`config.mk`:
```
export PLATFORM = sky130hd
export DESIGN_NAME = score_display_mux
export DESIGN_NICKNAME = d
export VERILOG_FILES = /design/src/rtl/score_display_pkg.sv /design/src/rtl/score_display_mux_seg7_decode.sv /design/src/rtl/score_display_mux.sv
export SDC_FILE = /design/constraint.sdc
export NUM_CORES = 1
export LEC_CHECK = 0
export CORE_MARGIN = 3
export CORE_UTILIZATION = 45
export CTS_BUF_LIST = sky130_fd_sc_hd__clkbuf_8
export DETAILED_ROUTE_END_ITERATION = 8
export PLACE_DENSITY = 0.78
export SYNTH_ARGS = -nofsm -noshare
export SYNTH_HDL_FRONTEND = slang
export SYNTH_SLANG_ARGS = --single-unit
```
`constraint.sdc`:
```
create_clock -name clk_i -period 4.9 [get_ports clk_i]
set_input_delay 0.98 -clock clk_i [delete_from_list [all_inputs] [get_ports clk_i]]
set_output_delay 0.98 -clock clk_i [all_outputs]
set_load 0.005 [all_outputs]
```
`src/rtl/score_display_pkg.sv`:
```
// Shared types and constants for the score display multiplexer.
// State encoding, the 7-segment patterns (bit0=a .. bit6=g) and the
// digit-enable codes live here.
package score_display_pkg;

  typedef enum logic [1:0] {
    BLANK_T = 2'd0,
    SHOW_T  = 2'd1,
    BLANK_O = 2'd2,
    SHOW_O  = 2'd3
  } state_t;

  // Segment patterns, g..a
  localparam logic [6:0] SEG_0    = 7'b0111111;
  localparam logic [6:0] SEG_1    = 7'b0000110;
  localparam logic [6:0] SEG_2    = 7'b1011011;
  localparam logic [6:0] SEG_3    = 7'b1001111;
  localparam logic [6:0] SEG_4    = 7'b1100110;
  localparam logic [6:0] SEG_5    = 7'b1101101;
  localparam logic [6:0] SEG_6    = 7'b1111101;
  localparam logic [6:0] SEG_7    = 7'b0000111;
  localparam logic [6:0] SEG_8    = 7'b1111111;
  localparam logic [6:0] SEG_9    = 7'b1101111;
  localparam logic [6:0] SEG_DASH = 7'b1000000;
  localparam logic [6:0] SEG_OFF  = 7'b0000000;

  // Digit enables: bit1 = tens, bit0 = ones
  localparam logic [1:0] DIG_TENS = 2'b10;
  localparam logic [1:0] DIG_ONES = 2'b01;
  localparam logic [1:0] DIG_NONE = 2'b00;

  // Non-BCD codes (10..15) show a dash so a bad upstream value is visible.
  function automatic logic [6:0] bcd_to_seg(input logic [3:0] bcd);
    logic [6:0] seg;
    case (bcd)
      4'd0:    seg = SEG_0;
      4'd1:    seg = SEG_1;
      4'd2:    seg = SEG_2;
      4'd3:    seg = SEG_3;
      4'd4:    seg = SEG_4;
      4'd5:    seg = SEG_5;
      4'd6:    seg = SEG_6;
      4'd7:    seg = SEG_7;
      4'd8:    seg = SEG_8;
      4'd9:    seg = SEG_9;
      default: seg = SEG_DASH;
    endcase
    return seg;
  endfunction

endpackage

```
`src/rtl/score_display_mux_seg7_decode.sv`:
```
// seg7_decode: combinational BCD digit to 7-segment pattern (active-high).
module seg7_decode
  import score_display_pkg::*;
(
  input  logic [3:0] i_bcd,
  output logic [6:0] o_seg
);

  // Pure table lookup
  always_comb begin
    o_seg = bcd_to_seg(i_bcd);
  end

endmodule

```
`src/rtl/score_display_mux.sv`:
```
// score_display_mux: drives a 2-digit multiplexed common-cathode display.
// Scan FSM BLANK_T -> SHOW_T -> BLANK_O -> SHOW_O, per-frame snapshot of the
// BCD digits, dark guard cycles at the start of each slot and optional
// leading-zero blanking of the tens digit.
// Optional macro SCORE_DISPLAY_BLINK_EN adds blink_i and a 5-bit frame counter
// that darkens the SHOW states for 16 of every 32 frames while blink_i=1.
// Outputs are registered from the next-cycle values, so they always match the
// state and latched digits of the cycle in which they are visible.
module score_display_mux
  import score_display_pkg::*;
#(
  parameter int SCAN_DIV     = 1024,
  parameter int BLANK_CYCLES = 4,
  parameter int LZB          = 1
) (
  input  logic       clk_i,
  input  logic       rst_ni,
  input  logic [3:0] tens_i,
  input  logic [3:0] ones_i,
`ifdef SCORE_DISPLAY_BLINK_EN
  input  logic       blink_i,
`endif
  output logic [6:0] seg_o,
  output logic [1:0] dig_o,
  output logic       frame_o
);

  localparam int CW = $clog2(SCAN_DIV);
  localparam logic [CW-1:0] CNT_LAST       = CW'(SCAN_DIV - 1);
  localparam logic [CW-1:0] CNT_BLANK_LAST = CW'(BLANK_CYCLES - 1);

  state_t        r_state;
  state_t        w_state_next;
  logic [CW-1:0] r_cnt;
  logic [CW-1:0] w_cnt_next;
  logic [3:0]    r_tens;
  logic [3:0]    r_ones;
  logic [3:0]    w_tens_next;
  logic [3:0]    w_ones_next;
  logic [3:0]    w_dec_in;
  logic [6:0]    w_dec_seg;
  logic [6:0]    r_seg;
  logic [6:0]    w_seg_next;
  logic [1:0]    r_dig;
  logic [1:0]    w_dig_next;
  logic          r_frame;
  logic          w_snap;
  logic          w_blink_dark;

  assign w_snap      = (r_state == BLANK_T) && (r_cnt == '0);
  assign w_tens_next = w_snap ? tens_i : r_tens;
  assign w_ones_next = w_snap ? ones_i : r_ones;
  assign w_cnt_next  = (r_cnt == CNT_LAST) ? '0 : r_cnt + CW'(1);

`ifdef SCORE_DISPLAY_BLINK_EN
  logic [4:0] r_fcnt;
  logic [4:0] w_fcnt_next;
  logic [4:0] w_frame_idx;

  // Frame counter advances once per snapshot
  always_ff @(posedge clk_i or negedge rst_ni) begin
    if (!rst_ni) r_fcnt <= '0;
    else         r_fcnt <= w_fcnt_next;
  end

  assign w_fcnt_next  = w_snap ? r_fcnt + 5'd1 : r_fcnt;
  // The counter already includes the current frame's snapshot, so the
  // zero-based index of the frame on display is one less.
  assign w_frame_idx  = w_fcnt_next - 5'd1;
  assign w_blink_dark = blink_i & w_frame_idx[4];
`else
  assign w_blink_dark = 1'b0;
`endif

  // Next-state logic: blank slots hand over to show, show slots end the slot
  always_comb begin
    w_state_next = r_state;
    case (r_state)
      BLANK_T: if (r_cnt == CNT_BLANK_LAST) w_state_next = SHOW_T;
      SHOW_T:  if (r_cnt == CNT_LAST)       w_state_next = BLANK_O;
      BLANK_O: if (r_cnt == CNT_BLANK_LAST) w_state_next = SHOW_O;
      SHOW_O:  if (r_cnt == CNT_LAST)       w_state_next = BLANK_T;
      default: w_state_next = BLANK_T;
    endcase
  end

  // Single shared decoder, fed with whichever digit the next cycle shows
  assign w_dec_in = (w_state_next == SHOW_T) ? w_tens_next : w_ones_next;

  seg7_decode u_decode (
    .i_bcd (w_dec_in),
    .o_seg (w_dec_seg)
  );

  // Output decode for the next cycle; blank slots and blink keep all dark
  always_comb begin
    w_seg_next = SEG_OFF;
    w_dig_next = DIG_NONE;
    case (w_state_next)
      SHOW_T: begin
        w_dig_next = DIG_TENS;
        w_seg_next = ((LZB != 0) && (w_tens_next == 4'd0)) ? SEG_OFF : w_dec_seg;
      end
      SHOW_O: begin
        w_dig_next = DIG_ONES;
        w_seg_next = w_dec_seg;
      end
      default: begin
        w_seg_next = SEG_OFF;
        w_dig_next = DIG_NONE;
      end
    endcase
    if (w_blink_dark) begin
      w_seg_next = SEG_OFF;
      w_dig_next = DIG_NONE;
    end
  end

  // State, slot counter, digit snapshot and registered outputs
  always_ff @(posedge clk_i or negedge rst_ni) begin
    if (!rst_ni) begin
      r_state <= BLANK_T;
      r_cnt   <= '0;
      r_tens  <= 4'd0;
      r_ones  <= 4'd0;
      r_seg   <= SEG_OFF;
      r_dig   <= DIG_NONE;
      r_frame <= 1'b0;
    end else begin
      r_state <= w_state_next;
      r_cnt   <= w_cnt_next;
      r_tens  <= w_tens_next;
      r_ones  <= w_ones_next;
      r_seg   <= w_seg_next;
      r_dig   <= w_dig_next;
      r_frame <= w_snap;
    end
  end

  assign seg_o   = r_seg;
  assign dig_o   = r_dig;
  assign frame_o = r_frame;

endmodule

```
==> metrics.txt <==
status=complete, no violations; most numerous cell on the critical path=ha_1; Die Y=around 66 um; Final Skew=approximately 0.0013 ns; Die Area=between 4000 and 5000 um^2; mean post-synth cell area=between 10 and 15 um^2; Cell Chain, Critical Path=ha_1, nand3_1, nor4_4, o21ai_4, mux2i_1, inv_1, ha_1, a21o_1, a221oi_2; worst vdd ir=approximately 0.15 mV; DR WL/cell=between 10 and 15 um; GR Overflow Total=0; ratio of cells with drive above 1 in the final layout=0.112; antenna violations before repair=0; clock-pin slew of the registers on the worst-case setup and hold paths=around 0.06 ns; area leader, netlist=dfrtp_1; Fin. Hold Viols=0; Synth Cell Area=roughly 1600 um^2; CTS Buf Count=5; flip-flop and latch area=around 750 um^2; commonest non-fill, non-tap cell in the layout=dfrtp_1; root buffer cell=clkbuf_8; Initial Util=0.475; DR pass1 iterations=4; die width=65.8 um; pwr/cell area=between 200 and 300 nW/um^2; Nets=187; Slew HR=0.650; CP Max Fanout=10; P&R area growth vs syn=19.9%; Top Ports=20; Distinct cells, synth=34; Hold Buf Count CTS=0; part of the cycle the worst path needs=0.604; clock sinks=30; fill cell count=275; RePlAce Congestion=around 0.90; crit end category=flop; Routed Antenna Nets=0; Synth Flop Type=dfrtp_1; footprint of the multi-input gates=slightly below 800 um^2; synthesis-stage register bit count=30; via count=1,106; Fmax=about 0.34 GHz; Post-synth EDFFs=0; asr flop ratio synth=1.00; post-cts sizing count=0; routed wire length=between 2000 and 3000 um; CTS H-tree depth=2; Via density=5.14; Leakage=about 0.00098 uW; # DRC=0; Inserted Diodes=0; hold slack=0.493 ns; Final Util=0.569; Mapped Cells=~140; CTS tree=built; Worst-Skew Late Latency=approximately 0.28 ns; CP peak stage delay=approximately 0.46 ns; Final HPWL DP=2290 um; WP data required=~5.1 ns; CP arrival=approximately 3.1 ns; Post-CTS Setup Bufs=0; CP Launch Type=flop; MaxCap Viol Count=0; area of the core=roughly 3400 um^2; setup TNS=0 ns; Setup-failing EPs final=0; ranking of synthesized cells by area=dfrtp_1, mux2i_1, ha_1, inv_1, nor4_4; vias in the first global route=1,199; gr usage total=0.163; CTS Buffer Depth=2; sequential share of the synthesized area=0.467; Crit Path Class=flop to flop; Iteration-0 DRC Markers=around 90; max-slew violations=0; synth warn=0; largest net degree at the start of global routing=31; commonest non-fill, non-tap cells in the layout=dfrtp_1, inv_1, clkdlybuf4s50_1; share of the synthesized area in the top cell type=0.467; crit path max-delay cell type=mux2i_1; syn nets=161; global-route wire length before repair=5240 um; Least-Margin Pin Slew=~0.51 ns; unrepaired setup endpoints after global routing=no; Worst Hold Class=flop to flop; row count=21; PortBufs=19; fin crit period=2.96 ns
where the power goes:
| group | internal [uW] | total, uW | switching (uW) | leakage (uW) |
|---|---|---|---|---|
| registers | 256 | 260 | 3.16 | 0.000362 |
| clock network | 93.1 | 174 | 80.9 | 0.0000466 |
| logic | 26.4 | 50.3 | 23.9 | 0.000568 |
| total | 376 | 484 | 108 | 0.000976 |
per-layer routing:
metal  global-route usage  vias up  part of all wire
li1                     -      537                 -
met1                0.176      547              0.40
met2                0.298       16              0.55
met3               0.0476        6             0.034
met4               0.0622        0             0.015
met5                    0        -                 0
path summary, 6_finish.rpt:
check                           from         to  slack [ns]  cells past startpoint
min reg2reg                r_ones[0]  r_ones[0]        0.49                      2
max in group asynchronous     rst_ni   seg_o[0]        3.54                      2
max reg2reg                 r_cnt[0]   seg_o[0]        1.94                      9
max                         r_cnt[0]   seg_o[0]        1.94                      9
min in group asynchronous     rst_ni   r_cnt[2]        1.09                      2
min                        r_ones[0]  r_ones[0]        0.49                      2
stage by stage:
step | power [uW] | setup slack, ns | cell area (um^2) | std cells
2_1_floorplan | 285 | 2.39 | 1610 | 143
3_3_place_gp | 313 | 2.02 | 1850 | 208
3_5_place_dp | 315 | 1.95 | 1850 | 208
4_1_cts | 491 | 1.94 | 1930 | 215
5_1_grt | 512 | 1.68 | 1930 | 215
6_report | 484 | 1.94 | 1930 | 215
cells in the mapped netlist, drive strengths merged (2+ instances only):
library cell,instances
mux2i,11
a21o,3
nand2b,3
a21oi,2
dfrtp,30
mux2,4
ha,8
nor4,5
o21ai,4
nand2,7
nor2,16
xor2,5
xnor2,3
nand3,6
and2,2
inv,17
nand4,5
final cells by class:
cell class              count  area share
well taps                  46      0.0298
clock inverters             2     0.00389
clock buffers               5      0.0357
inverters                  17      0.0331
flip-flops and latches     30       0.389
multi-input cells          95       0.406
repair buffers             20       0.102
worst max-delay path, delay by kind of cell, from the launching register on:
family	cells	cell delay (ns)
and+or+nand+nor	2	0.72
DFF	1	0.41
muxes	1	0.46
adders and majority gates	2	0.50
buffers and inverters	1	0.17
AOI/OAI and AO/OA	3	0.60
registers in the layout, summed over array words and instances (netlist names):
| name | count |
|---|---|
| seg_o | 7 |
| r_state | 2 |
| r_cnt | 10 |
| dig_o | 2 |
| r_tens | 4 |
| r_ones | 4 |
| frame_o | 1 |
cells by family (layout without fill, tap and decap cells):
kind of cell | after synthesis | in the layout | share of synthesized area
adders and majority gates | 8 | 8 | 0.0622
and+or+nand+nor | 47 | 47 | 0.191
DFF | 30 | 30 | 0.467
muxes | 15 | 15 | 0.0988
AOI/OAI and AO/OA | 17 | 17 | 0.0910
xor gates and xnor gates | 8 | 8 | 0.0435
buffers and inverters | 18 | 44 | 0.0467
Note: power is estimated with default switching activity, not from simulation.
